===== config.mk =====
export PLATFORM = sky130hd
export DESIGN_NAME = load_queue_flat
export DESIGN_NICKNAME = d
export VERILOG_FILES = /design/src/rtl/load_queue_if.sv /design/src/rtl/load_queue.sv /design/src/flat_wrapper.sv
export SDC_FILE = /design/constraint.sdc
export NUM_CORES = 1
export LEC_CHECK = 0
export ABC_AREA = 1
export CORE_ASPECT_RATIO = 1.25
export CORE_MARGIN = 5
export CORE_UTILIZATION = 51
export DETAILED_ROUTE_END_ITERATION = 8
export PLACE_DENSITY = 0.77
export SLEW_MARGIN = 10
export SYNTH_ARGS = -nofsm -noshare
export SYNTH_HDL_FRONTEND = slang
export SYNTH_SLANG_ARGS = --single-unit

===== constraint.sdc =====
create_clock -name clock -period 5.1 [get_ports clock]
set_clock_uncertainty 0.05 [all_clocks]
set_input_delay 0.51 -clock clock [delete_from_list [all_inputs] [get_ports clock]]
set_output_delay 0.51 -clock clock [all_outputs]
set_load 0.03 [all_outputs]

===== src/rtl/load_queue_if.sv =====
// Bundle of load-queue signals shared with ACU, ROB and MEM.
// master = surrounding pipeline, slave = the queue itself.
interface load_queue_if #(
    parameter int DEPTH  = 4,
    parameter int ADDR_W = 32,
    parameter int TAG_W  = 5
);
  localparam int CNT_W = $clog2(DEPTH) + 1;

  logic              flush;
  logic              alloc_enable;
  logic [ADDR_W-1:0] alloc_address;
  logic [TAG_W-1:0]  alloc_rob_tag;
  logic              full;
  logic [CNT_W-1:0]  count;
  logic [TAG_W-1:0]  rob_head;
  logic              store_pending;
  logic [TAG_W-1:0]  oldest_store_tag;
  logic              mem_busy;
  logic              read_mem;
  logic [ADDR_W-1:0] load_address;
  logic [TAG_W-1:0]  load_rob_tag;

  modport master (
    output flush, alloc_enable, alloc_address, alloc_rob_tag,
    output rob_head, store_pending, oldest_store_tag, mem_busy,
    input  full, count, read_mem, load_address, load_rob_tag
  );

  modport slave (
    input  flush, alloc_enable, alloc_address, alloc_rob_tag,
    input  rob_head, store_pending, oldest_store_tag, mem_busy,
    output full, count, read_mem, load_address, load_rob_tag
  );
endinterface


===== src/rtl/load_queue.sv =====
// In-order load queue: buffers address-resolved loads and issues the oldest
// to memory once no older store is pending in the ROB (ROB-relative age).
module load_queue #(
    parameter int DEPTH  = 4,
    parameter int ADDR_W = 32,
    parameter int TAG_W  = 5
) (
  input logic         clock,
  input logic         reset,
  load_queue_if.slave q
);
  localparam int PTR_W = $clog2(DEPTH);
  localparam int CNT_W = $clog2(DEPTH) + 1;

  logic [PTR_W-1:0]  head_reg, tail_reg;
  logic [CNT_W-1:0]  count_reg;
  logic [DEPTH-1:0]  valid_vec, ready_vec;
  logic [ADDR_W-1:0] addr_arr [DEPTH];
  logic [TAG_W-1:0]  tag_arr  [DEPTH];

  logic              full_int, do_alloc, do_issue, head_valid, store_safe;
  logic [TAG_W-1:0]  head_tag, age_head, age_store;

  assign full_int   = (count_reg == CNT_W'(DEPTH));
  assign do_alloc   = q.alloc_enable && !full_int && !q.flush;
  assign head_valid = valid_vec[head_reg];
  assign head_tag   = tag_arr[head_reg];

  // Ages wrap modulo 2^TAG_W, so tag wrap-around needs no special case.
  assign age_head   = head_tag - q.rob_head;
  assign age_store  = q.oldest_store_tag - q.rob_head;
  assign store_safe = !q.store_pending || (age_head < age_store);
  assign do_issue   = head_valid && ready_vec[head_reg] && store_safe
                      && !q.mem_busy && !q.flush;

  assign q.full         = full_int;
  assign q.count        = count_reg;
  assign q.read_mem     = do_issue;
  assign q.load_address = head_valid ? addr_arr[head_reg] : '0;
  assign q.load_rob_tag = head_valid ? head_tag : '0;

  always_ff @(posedge clock or posedge reset) begin
    if (reset) begin
      head_reg  <= '0;
      tail_reg  <= '0;
      count_reg <= '0;
    end else if (q.flush) begin
      head_reg  <= '0;
      tail_reg  <= '0;
      count_reg <= '0;
    end else begin
      if (do_alloc) tail_reg <= tail_reg + PTR_W'(1);
      if (do_issue) head_reg <= head_reg + PTR_W'(1);
      case ({do_alloc, do_issue})
        2'b10:   count_reg <= count_reg + CNT_W'(1);
        2'b01:   count_reg <= count_reg - CNT_W'(1);
        default: count_reg <= count_reg;
      endcase
    end
  end

  genvar gi;
  generate
    for (gi = 0; gi < DEPTH; gi++) begin : g_entry
      logic              valid_reg, ready_reg;
      logic [ADDR_W-1:0] addr_reg;
      logic [TAG_W-1:0]  tag_reg;
      logic              hit_alloc, hit_issue;

      assign hit_alloc = do_alloc && (tail_reg == PTR_W'(gi));
      assign hit_issue = do_issue && (head_reg == PTR_W'(gi));

      // ready lags valid by one edge so the ROB store status can settle.
      always_ff @(posedge clock or posedge reset) begin
        if (reset) begin
          valid_reg <= 1'b0;
          ready_reg <= 1'b0;
          addr_reg  <= '0;
          tag_reg   <= '0;
        end else if (q.flush) begin
          valid_reg <= 1'b0;
          ready_reg <= 1'b0;
        end else if (hit_alloc) begin
          valid_reg <= 1'b1;
          ready_reg <= 1'b0;
          addr_reg  <= q.alloc_address;
          tag_reg   <= q.alloc_rob_tag;
        end else if (hit_issue) begin
          valid_reg <= 1'b0;
          ready_reg <= 1'b0;
        end else if (valid_reg) begin
          ready_reg <= 1'b1;
        end
      end

      assign valid_vec[gi] = valid_reg;
      assign ready_vec[gi] = ready_reg;
      assign addr_arr[gi]  = addr_reg;
      assign tag_arr[gi]   = tag_reg;
    end
  endgenerate
endmodule


===== src/flat_wrapper.sv =====
// flat-port wrapper written by rule: the top's interface ports become plain ports
module load_queue_flat 
#(
    parameter int DEPTH  = 4,
    parameter int ADDR_W = 32,
    parameter int TAG_W  = 5
)
  (clock, reset, q_flush, q_alloc_enable, q_alloc_address, q_alloc_rob_tag, q_rob_head, q_store_pending, q_oldest_store_tag, q_mem_busy, q_full, q_count, q_read_mem, q_load_address, q_load_rob_tag);
  load_queue_if #(.DEPTH(DEPTH), .ADDR_W(ADDR_W), .TAG_W(TAG_W)) q_i ();
  input logic clock;
  input logic reset;
  input wire logic [$bits(q_i.flush)-1:0] q_flush;
  input wire logic [$bits(q_i.alloc_enable)-1:0] q_alloc_enable;
  input wire logic [$bits(q_i.alloc_address)-1:0] q_alloc_address;
  input wire logic [$bits(q_i.alloc_rob_tag)-1:0] q_alloc_rob_tag;
  input wire logic [$bits(q_i.rob_head)-1:0] q_rob_head;
  input wire logic [$bits(q_i.store_pending)-1:0] q_store_pending;
  input wire logic [$bits(q_i.oldest_store_tag)-1:0] q_oldest_store_tag;
  input wire logic [$bits(q_i.mem_busy)-1:0] q_mem_busy;
  output wire logic [$bits(q_i.full)-1:0] q_full;
  output wire logic [$bits(q_i.count)-1:0] q_count;
  output wire logic [$bits(q_i.read_mem)-1:0] q_read_mem;
  output wire logic [$bits(q_i.load_address)-1:0] q_load_address;
  output wire logic [$bits(q_i.load_rob_tag)-1:0] q_load_rob_tag;
  assign q_i.flush = q_flush;
  assign q_i.alloc_enable = q_alloc_enable;
  assign q_i.alloc_address = q_alloc_address;
  assign q_i.alloc_rob_tag = q_alloc_rob_tag;
  assign q_i.rob_head = q_rob_head;
  assign q_i.store_pending = q_store_pending;
  assign q_i.oldest_store_tag = q_oldest_store_tag;
  assign q_i.mem_busy = q_mem_busy;
  assign q_full = q_i.full;
  assign q_count = q_i.count;
  assign q_read_mem = q_i.read_mem;
  assign q_load_address = q_i.load_address;
  assign q_load_rob_tag = q_i.load_rob_tag;
  load_queue #(.DEPTH(DEPTH), .ADDR_W(ADDR_W), .TAG_W(TAG_W)) u_core (.clock(clock), .reset(reset), .q(q_i));
endmodule

==> summary.txt <==
Final layout
  • Layout cells sized above 1: about 8.4%
  • Commonest non-fill, non-tap cell in the layout: nand2_1
  • Core Util, Final: a little over 60%
  • Max reg flops: 128
  • Most frequent cells in the layout: nand2_1 (230), o21ai_0 (228), dfrtp_1 (162)
  • Final net count: 1117
  • P&R area growth vs syn: 19.5%
  • # diodes: 0
  • Final Cell Area: 9470 sq um

Yosys
  • Synth Warn #: 0
  • Dominant cell type by area after synthesis: dfrtp_1
  • Yosys cell types: 24
  • Post-synthesis register bit count: 163
  • Synth Instances: 978
  • Post-synthesis sequential area ratio: 51.5%
  • Largest cells by area after synthesis: dfrtp_1 (51%), o21ai_0 (14%), nand2_1 (11%)
  • Yosys top cell area share: 51.5%
  • Avg Cell Area, Syn: 8.10 sq um
  • Synthesized area: 7920 sq um
  • Net count after synthesis: 1054

Detailed routing
  • Avg WL per Cell: ~14 um
  • DRT Wirelength: ~18000 um
  • # DRC: 0
  • DRT Pass-1 Iters: 5
  • ANT nets after route: 0
  • DRT iter0 DRCs: ~570
  • Vias: 6612
  • Drt via density: 5.22

Timing
  • Period minus WS final: between 4000 and 5000 ps
  • Fin. max-slew vios: 0
  • TNS Setup: 0 ps
  • Slew at the pin with the worst max-slew slack: 783 ps
  • Final Hold Vio Count: 0
  • Slew margin rel.: a little under half
  • Crit share post-route: 83.5%
  • RSZ-0062 raised after global routing: false
  • F_max: 0.235 GHz
  • Worst hold slack: 429 ps
  • Final setup viols: 0

Critical path
  • CP endpoint: q_read_mem
  • Worst Path Class, Setup: flop to output port
  • Worst r2r path cells: 25
  • Setup crit end kind: output port
  • Critical path arrival: 3700 ps
  • Worst r2r src: u_core.head_reg[0]$_DFFE_PP0P_
  • Crit start category: flop
  • Critical-path maximum fanout: 33
  • Crit. Startpoint: u_core.head_reg[0]$_DFFE_PP0P_
  • Worst R2R Setup Slack: 940 ps
  • CP required: 4540 ps
  • FF-to-FF End: u_core.q.count[2]$_DFFE_PP0P_

Power and ir drop
  • Clock power frac: 30.3%
  • Peak VDD IR: 0.000230 V
  • Lkg Pwr: 0.00486 uW
  • Power share of the combinational group: 24.1%
  • Sw Ratio: 31.2%
  • Internal: 2910 uW
  • Power Density: 447 nW/um^2
  • Sequential share of power: 45.6%
  • Pwr Total: 4230 uW
  • Switch Pwr: 1320 uW

Place
  • IO buf count: 94
  • DP HPWL: roughly 11000 um
  • Placed Area: 8870 sq um
  • Final GP Congestion: roughly 0.82

Global routing
  • Total track usage: 20.8%
  • Grt total ovfl: 0
  • Initial antenna violation count: 0
  • Largest net degree at the start of global routing: 89
  • Global-route wire length before repair: just over 30000 um
  • Vias in the first global route: 6405

Floorplanning
  • Full die area: 18100 sq um
  • Die Ht: 149 um
  • Die W: 121 um
  • Cell Rows: 51
  • Total core area: 15400 sq um
  • Initial Util: 51.3%
  • Number of I/O pins: 95

Worst hold path
  • Hold Path Class: flop to flop

Clocking
  • Max H-tree Level: 4
  • Cts repair resizes: 0
  • Clk pin slew, worst setup/hold paths: 60 ps
  • Hold_buf cts: 0
  • Num CTS Buffers: 17
  • Clk buf depth: 2
  • Post-CTS Setup Inserts: 0
  • CTS tree: built
  • Later-pin clock latency in the skew report: around 430 ps
  • CTS root buf: clkbuf_16
  • Clock sink count: around 160

Job
  • Max-cap viol count: 0

Status
  • Status: finished clean
[worst max-delay path, stage by stage, from the launching register on]
cell and delay [ps]:
dfrtp_2 610, inv_4 220, nand2_1 110, a32o_1 180, ha_1 140, inv_1 50, fa_1 400, nand3_1 90
nand2_1 60, xnor2_1 130, xnor2_1 130, ha_1 310, nand2_1 80, inv_1 50, nand2_1 60, nand3_1 70
nand2_1 170, nand3_2 100, inv_1 120, buf_4 170
[power groups by stage]
stage | clock [uW] | combinational (uW) | sequential (uW)
after floorplan | 0 | 752 | 1890
after detailed placement | 0 | 1030 | 1940
after CTS | 1300 | 1040 | 1920
final | 1280 | 1020 | 1930
after global routing | 1350 | 1180 | 1980
after global placement | 0 | 995 | 1930
[how the worst min path moves through the flow]
stage                                          startpoint                                          to  slack [ps]  cells after the start
3_3_place_gp   u_core.g_entry[2].addr_reg[16]$_DFFE_PP0P_  u_core.g_entry[2].addr_reg[16]$_DFFE_PP0P_         410                      2
4_1_cts        u_core.g_entry[2].addr_reg[19]$_DFFE_PP0P_  u_core.g_entry[2].addr_reg[19]$_DFFE_PP0P_         430                      2
2_1_floorplan    u_core.g_entry[0].tag_reg[1]$_DFFE_PP0P_    u_core.g_entry[0].tag_reg[1]$_DFFE_PP0P_         400                      2
6_report       u_core.g_entry[2].addr_reg[12]$_DFFE_PP0P_  u_core.g_entry[2].addr_reg[12]$_DFFE_PP0P_         430                      2
3_5_place_dp   u_core.g_entry[2].addr_reg[19]$_DFFE_PP0P_  u_core.g_entry[2].addr_reg[19]$_DFFE_PP0P_         420                      2
5_1_grt        u_core.g_entry[2].addr_reg[27]$_DFFE_PP0P_  u_core.g_entry[2].addr_reg[27]$_DFFE_PP0P_         450                      2
[kinds of logic after synthesis]
logic type / Yosys count / share of synthesized area, %
and+or+nand+nor: 343 / 17.1
buffers and inverters: 166 / 8.48
DFF: 163 / 51.5
adders and majority gates: 23 / 3.92
AOI/OAI and AO/OA: 274 / 18.0
xor gates and xnor gates: 9 / 0.995
[per-stage QoR]
stage / cells / setup slack (ps)
5_1_grt: 1266 / 546
6_report: 1266 / 843
3_3_place_gp: 1234 / 1100
2_1_floorplan: 978 / 135
4_1_cts: 1266 / 832
3_5_place_dp: 1234 / 980
[cell type report]
| type | instances | area (sq um) |
|---|---|---|
| fillers | 1389 | 5970 |
| flip-flops and latches | 163 | 4080 |
| multi-input cells | 649 | 3180 |
| repair buffers | 105 | 941 |
| clock buffers | 24 | 502 |
| inverters | 105 | 402 |
| well taps | 212 | 265 |
| clock inverters | 8 | 98.8 |
[per-layer routing]
metal	up-vias	GRT usage (%)	wire length [um]
met3	20	3.98	853
met2	167	35.3	8880
met4	0	5.89	228
met5	-	0	0
met1	3143	27.3	8050
li1	3282	-	-
[synth_stat cells]
cell and count:
a211oi_1 2, a21oi_1 10, a32o_1 2, buf_2 24, buf_6 2, clkbuf_1 34, clkbuf_2 1, dfrtp_1 163
fa_1 3, ha_1 20, inv_1 103, inv_2 1, inv_4 1, nand2_1 234, nand2_2 2, nand3_1 17
nand3_2 3, nand4_1 3, nor2_1 82, nor2_4 2, o21ai_0 228, o22ai_1 32, xnor2_1 7, xor2_1 2
No activity file was read; power rests on OpenSTA's default activity.
